==> src/rtl/mul_acc.sv <==
// mul_acc: rebuilds num = quo*denom + rem by repeated addition of the fixed
// divisor, one add per clock, behind a start/busy/done handshake.
module mul_acc #(
  parameter int unsigned denom = 5
) (
  input  logic       clk,
  input  logic       reset,
  input  logic       start,
  input  logic [3:0] quo,
  input  logic [6:0] rem,
  output logic [6:0] num,
  output logic       busy,
  output logic       done,
  output logic       ovf,
  output logic       rem_err
);

  localparam logic [7:0] ADDEND = 8'(denom);

  typedef enum logic [1:0] {IDLE, RUN, DONE} state_t;

  state_t     state;
  logic [7:0] acc;
  logic [3:0] cnt;
  logic       ovf_next;
  logic       rem_err_next;

  // True when acc + b leaves the 7-bit result range (bit 7 set or carry out).
  function automatic logic add_ovf(input logic [7:0] a, input logic [7:0] b);
    logic [8:0] s;
    s = {1'b0, a} + {1'b0, b};
    return s[8] | s[7];
  endfunction

  // Seed check: a remainder at or above the divisor is not a canonical pair.
  function automatic logic seed_bad(input logic [6:0] r);
    return {1'b0, r} >= ADDEND;
  endfunction

  // Control FSM plus accumulator; every output is registered here.
  always_ff @(posedge clk) begin
    if (!reset) begin
      state        <= IDLE;
      acc          <= '0;
      cnt          <= '0;
      num          <= '0;
      busy         <= 1'b0;
      done         <= 1'b0;
      ovf          <= 1'b0;
      rem_err      <= 1'b0;
      ovf_next     <= 1'b0;
      rem_err_next <= 1'b0;
    end else begin
      done <= 1'b0;
      case (state)
        IDLE, DONE: begin
          // DONE accepts start like IDLE so back-to-back ops have no gap.
          if (start) begin
            acc          <= {1'b0, rem};
            cnt          <= quo;
            rem_err_next <= seed_bad(rem);
            ovf_next     <= 1'b0;
            busy         <= 1'b1;
            state        <= RUN;
          end else begin
            busy  <= 1'b0;
            state <= IDLE;
          end
        end
        RUN: begin
          if (cnt != 4'd0) begin
            acc      <= acc + ADDEND;
            ovf_next <= ovf_next | add_ovf(acc, ADDEND);
            cnt      <= cnt - 4'd1;
          end else begin
            num     <= acc[6:0];
            ovf     <= ovf_next;
            rem_err <= rem_err_next;
            done    <= 1'b1;
            busy    <= 1'b0;
            state   <= DONE;
          end
        end
        default: begin
          busy  <= 1'b0;
          state <= IDLE;
        end
      endcase
    end
  end

endmodule

==> config.mk <==
export PLATFORM = sky130hd
export DESIGN_NAME = mul_acc
export DESIGN_NICKNAME = d
export VERILOG_FILES = /design/src/rtl/mul_acc.sv
export SDC_FILE = /design/constraint.sdc
export NUM_CORES = 1
export LEC_CHECK = 0
export ABC_AREA = 1
export BUFFER_PORTS_ARGS = -buffer_cell sky130_fd_sc_hd__clkbuf_2
export CORE_ASPECT_RATIO = 0.8
export CORE_MARGIN = 5
export CORE_UTILIZATION = 40
export CTS_CLUSTER_SIZE = 12
export DETAILED_ROUTE_END_ITERATION = 16
export GPL_TIMING_DRIVEN = 1
export SLEW_MARGIN = 20
export SYNTH_ARGS = -nofsm -noshare
export SYNTH_HDL_FRONTEND = slang
export SYNTH_SLANG_ARGS = --single-unit
==> constraint.sdc <==
create_clock -name clk -period 1.3 [get_ports clk]
set_clock_uncertainty 0.2 [all_clocks]
set_input_delay 0.13 -clock clk [delete_from_list [all_inputs] [get_ports clk]]
set_output_delay 0.13 -clock clk [all_outputs]
set_load 0.05 [all_outputs]
# [Yosys cells after proc, flatten, opt, wreduce, memory -nomap -nowiden]
# Cells that the tools add are included.
[totals] ff_bits=27 inputBits=14 out_inout_bits=11 wordCells=46
[classes] n_addsub=3 order_cmp=1 n_eq_ne=5 muxes=16 bitwise_logic=3 reduce_logical=8
[ops] cell="$mux 8" n=2
[ops] cell="$pmux 8 s2" n=1
[ops] cell="$add 8x3->9 const B" n=1
[ops] cell="$add 8x3->8 const B" n=1
[ops] cell="$mux 4" n=2
[ops] cell="$pmux 4 s2" n=1
[ops] cell="$ge 7x3->1 const B" n=1
[ops] cell="$mux 1" n=6
[ops] cell="$ne 2x2->1 const B" n=3
[ops] cell="$reduce_and 2->1" n=3
[ops] cell="$pmux 1 s2" n=2
[ops] cell="$pmux 2 s2" n=1
[ops] cell="$reduce_bool 4->1" n=1
[ops] cell="$sub 4x1->4 const B" n=1
[ops] cell="$reduce_and 3->1" n=1
[ops] cell="$eq 2x1->1 const B" n=1
[ops] cell="$eq 2x2->1 const B" n=1
[ops] cell="$logic_not 2->1" n=1
[ops] cell="$mux 2" n=1
[ops] cell="$or 1x1->1" n=2
[ops] cell="$reduce_bool 2->1" n=1
[ops] cell="$reduce_or 2->1" n=1
[ops] cell="$not 1->1" n=1

# [Logic depth before layout (Yosys ltp)]
[logic_depth] ltp_word=5 mapped_depth=10 mapped_depth_nobuf=10

# [Least setup slack after synthesis]
# OpenSTA, ideal clock, no wires.
[synth_path] path_kind="reg2reg" from="register state[0]" to="register acc[3]" setup_ns=0.109 t_arrival_ns=1.367 required_time_ns=0.991 setup_slack_ns=-0.376 path_stages_with_launch=10 path_buffers=0 period_less_slack_ns=1.676 path_cell_list="dfxtp_1 nand2_4 clkinv_4 nand2_8 nand2_8 inv_4 nand2_1 nand3_1 nand2_1 inv_1"
[synth_via] elab_chain_cells=4 elab_cells_between_ends=9 classes_between="eq/ne: 4; mux: 1; reduce/logical: 4"
[synth_lines] element="start: declaration" line_no="22" source="state_t state;"
[synth_lines] element="start signal: assignment" line_no="43" source="state <= IDLE;"
[synth_lines] element="start signal: assignment" line_no="64" source="state <= RUN;"
[synth_lines] element="start signal: assignment" line_no="67" source="state <= IDLE;"
[synth_lines] element="$eq 2x2->1 or $logic_not 2->1 (tied branches)" line_no="55" source="case (state)"
[synth_lines] element="$reduce_or 2->1" line_no="55"
[synth_lines] element="$ne 2x2->1 (no source line) or $reduce_bool 2->1 (tied branches)"
[synth_lines] element="$reduce_and 3->1 (no source line)"
[synth_lines] element="end signal: assignment" line_no="59" source="acc <= {1'b0, rem};"
[synth_lines] element="end signal: assignment" line_no="72" source="acc <= acc + ADDEND;"
[synth_lines] element="end: declaration" line_no="23" source="logic [7:0] acc;"
# Parallel ways exist; a longest one is shown, timed or not.
# A chain may end at the register's enable or synchronous reset.

# [Worst setup path after layout]
[layout_path] from="register cnt[0]" to="register acc[3]"
[layout_via] elab_chain_cells=3
[layout_lines] element="start: declaration" line_no="24" source="logic [3:0] cnt;"
[layout_lines] element="start signal: assignment" line_no="60" source="cnt <= quo;"
[layout_lines] element="start signal: assignment" line_no="74" source="cnt <= cnt - 4'd1;"
[layout_lines] element="$reduce_bool 4->1" line_no="71" source="if (cnt != 4'd0) begin"
[layout_lines] element="$ne 2x2->1 (no source line)"
[layout_lines] element="$reduce_and 3->1 (no source line)"
# Every way passes these cells.

==> flow_metrics.py <==
metrics = {
    "outcome": {
        "run_status": "finished with violations",
        "failing_checks": "negative hold slack, negative setup slack",
    },
    "cts": {
        "cts_made_buffers": 3,
        "cts-htree-levels": 1,
        "clock_path_buffers": 2,
        "clkTransAtPathRegs_ps": 90,
        "cts_tree": "done",
        "cts.root.buffer_cell": "clkbuf_8",
        "clk-insertion-delay-late_ps": 270,
        "cts_sinks": 26,
    },
    "route": {
        "first_pass_iters": 4,
        "drt_iter0_markers": 105,
        "post_drt_wl_per_cell_microns": 12.8,
        "post_drt_via_cell_ratio": 4.80,
        "routed-via-count": 1278,
        "route.antenna.remaining_nets": 0,
        "route.final.wire_length_microns": 3410,
        "post_detailed_route_drc_marker_count": 0,
    },
    "die": {
        "die_area_sq_um": 4420,
        "placementRows": 18,
        "chipHeight_microns": 60.5,
        "initial_core_util": 0.413,
        "design.portCount": 25,
        "die_x_microns": 73.1,
        "floorplan.core_area_sq_um": 3090,
    },
    "critical_path": {
        "worst-endpoint-required_ps": 1270,
        "startpoint_type": "flip-flop",
        "arrival_ps": 1360,
        "timing.critical_path.fanout_max": 8,
        "timing_worst_setup_path_type": "flip-flop to flip-flop",
        "crit_path_end_kind": "flip-flop",
    },
    "timing": {
        "worst_pin_slew_ps": 514,
        "timing.final.crit_share": 1.07,
        "setup_total_negative_slack_ps": -1260,
        "finalHoldViolations": 1,
        "fmax_mhz": 720,
        "fin_ws_ps": -89.7,
        "final-setup-viol-count": 22,
        "max_slew_margin": 0.657,
        "drv_slew": 0,
        "layout_min_cycle_time_ps": 1390,
        "rsz_0062_raised_after_global_routing": "yes",
        "whs_ps": -2.01,
    },
    "finish": {
        "finish.cell_count_without_fillers": 266,
        "post_route_cells_drive_above_1_share": 0.394,
        "fillerInstances": 283,
        "multi_input_logic_area_sq_um": 774,
        "synthToLayoutAreaGrowth_pct": 46.3,
        "final-seq-area_sq_um": 529,
        "antenna-diode-count": 0,
        "final_nets": 244,
    },
    "synthesis": {
        "yosys_synthesis_warning_count": 0,
        "synth_fp_nets": 190,
        "part_of_the_yosys_area_used_for_sequential_elements": 0.409,
        "yosys_register_bits": 26,
        "synth_cell_type_count": 26,
        "synthesis.instances": 173,
        "mappedNetlistArea_sq_um": 1270,
        "syn_avg_cell_area_sq_um": 7.36,
    },
    "pwr": {
        "irDropWorstVdd_mv": 0.684,
        "seq_power_share": 0.424,
        "internal_power_of_the_cells_mw": 1.41,
        "swShare": 0.359,
        "power_switching_mw": 0.792,
        "report.power.total_mw": 2.20,
        "comb_power_share": 0.367,
        "power_density_nw_per_um2": 1180,
        "power_frac_clock": 0.209,
        "leakagePower_nw": 0.844,
    },
    "global_route": {
        "groute.usage.overall": 0.163,
        "grt_pass1_vias": 1256,
        "busiest_layer": "met2",
        "grt_start_max_net_pins": 15,
        "grt_pass1_wl_microns": 5530,
        "grt.met2_usage": 0.270,
        "gr-total-overflow": 0,
        "global_route.usage.met3": 0.0414,
        "antenna_violations_before_repair": 0,
        "grtUsageMet1": 0.213,
    },
    "worst_hold_path": {
        "min-delay-path-class": "primary input to flip-flop",
    },
    "place": {
        "place.gp.congestion": 0.933,
        "place_inst": 254,
        "detailed_place_hpwl_microns": 2540,
        "port-buffer-count": 24,
    },
    "job": {
        "max_cap_violations": 0,
    },
}
## power groups by stage
stage | Sequential (mW) | Combinational, mW | Clock (mW)
3_3_place_gp | 0.942 | 0.702 | 0
2_1_floorplan | 1.07 | 0.349 | 0
6_report | 0.935 | 0.808 | 0.460
5_1_grt | 0.944 | 0.878 | 0.502
3_5_place_dp | 0.947 | 0.717 | 0
4_1_cts | 0.933 | 0.782 | 0.482
## flip-flops by register name, summed over array words and instances, names as in the netlist
signal / cells
acc: 8
num: 7
cnt: 4
state: 2
done: 1
ovf: 1
ovf_next: 1
rem_err: 1
rem_err_next: 1
## critical path, stage by stage (launching register included)
cell and delay, ps:
dfxtp_2 340, inv_2 60, ha_4 170, nand2_4 100, nand2_8 80, nand2_8 100
inv_8 50, nand2_4 50, nand3_2 50, nand2_1 50, inv_1 30
## area by class of cell
cell class,instances,share of cell area
Inverter,21,0.0490
Clock buffer,4,0.0242
Tap cell,40,0.0269
Timing Repair Buffer,52,0.200
Multi-Input combinational cell,123,0.416
Sequential cell,26,0.284
## worst paths after layout
kind	slack (ps)	cells after the start	start	to
max	-90	10	cnt[0]$_SDFFE_PN0P_	acc[3]$_SDFFE_PN0P_
min	-2	5	quo[3]	cnt[3]$_SDFFE_PN0P_
min reg2reg	270	2	cnt[1]$_SDFFE_PN0P_	cnt[1]$_SDFFE_PN0P_
max reg2reg	-90	10	cnt[0]$_SDFFE_PN0P_	acc[3]$_SDFFE_PN0P_
## layout by cell type (no fill, tap or decap), types with 4 or more instances in the layout
cell type	Yosys	final
nand2_1	35	29
nor2_1	24	23
clkbuf_2	1	22
dfxtp_1	26	21
buf_4	1	19
inv_1	18	15
a21oi_1	15	10
nand3_1	13	9
o21ai_1	1	7
dlygate4sd3_1	0	7
a21oi_2	1	6
o21ai_0	14	6
nand2_2	0	5
inv_2	1	4
nand3_2	0	4
dfxtp_2	0	4
## synth_stat cells
master / instances / area share
o21ai_1: 1 / 0.0039
nand2_4: 2 / 0.018
nor2_1: 24 / 0.071
nand3_1: 13 / 0.051
o21ai_0: 14 / 0.055
nand4_1: 1 / 0.0049
inv_1: 18 / 0.053
ha_1: 3 / 0.029
a211oi_1: 1 / 0.0059
a21oi_2: 1 / 0.0069
nand2_1: 35 / 0.10
nor2_4: 3 / 0.027
dfxtp_1: 26 / 0.41
a31oi_1: 3 / 0.015
clkbuf_2: 1 / 0.0039
nor4_1: 1 / 0.0049
o21bai_1: 1 / 0.0059
a22oi_1: 1 / 0.0059
inv_4: 1 / 0.0049
clkbuf_1: 1 / 0.0029
buf_4: 1 / 0.0059
a21oi_1: 15 / 0.059
nand2_8: 2 / 0.031
inv_2: 1 / 0.0029
xnor2_1: 2 / 0.014
clkinv_4: 1 / 0.0069
## through the flow
stage          cell area (sq um)  hold WS (ps)  setup WS [ps]  utilization
6_report                    1860         -2.01          -89.7        0.604
2_1_floorplan               1310          68.3          -30.1            -
3_3_place_gp                1620           196          -84.0        0.526
3_5_place_dp                1620           202           -105        0.526
4_1_cts                     1820         -26.9          -85.1        0.589
5_1_grt                     1860          39.0           -175        0.604
## what timing repair did
| item | 4_1_cts | 5_1_grt |
|---|---|---|
| hold buffers | 7 | 0 |
| endpoints found under the setup margin | 25 | 24 |
| setup buffers | 2 | 0 |
| endpoints found under the hold margin | 7 | 0 |
| gates resized for setup | 20 | 14 |
| pin swaps | 17 | 4 |
## logic make-up after synthesis
family / count (synthesis) / share of synthesized area
AOI/OAI and AO/OA: 37 / 0.157
xor gates and xnor gates: 2 / 0.0138
adders and majority gates: 3 / 0.0295
buffers and inverters: 24 / 0.0805
DFF: 26 / 0.409
and+or+nand+nor: 81 / 0.310
## routing by layer
metal	up-vias	wire [microns]
met2	27	1640
met4	0	22
li1	670	-
met5	-	0
met3	2	181
met1	579	1570
Power figures use the tool's default switching activity.
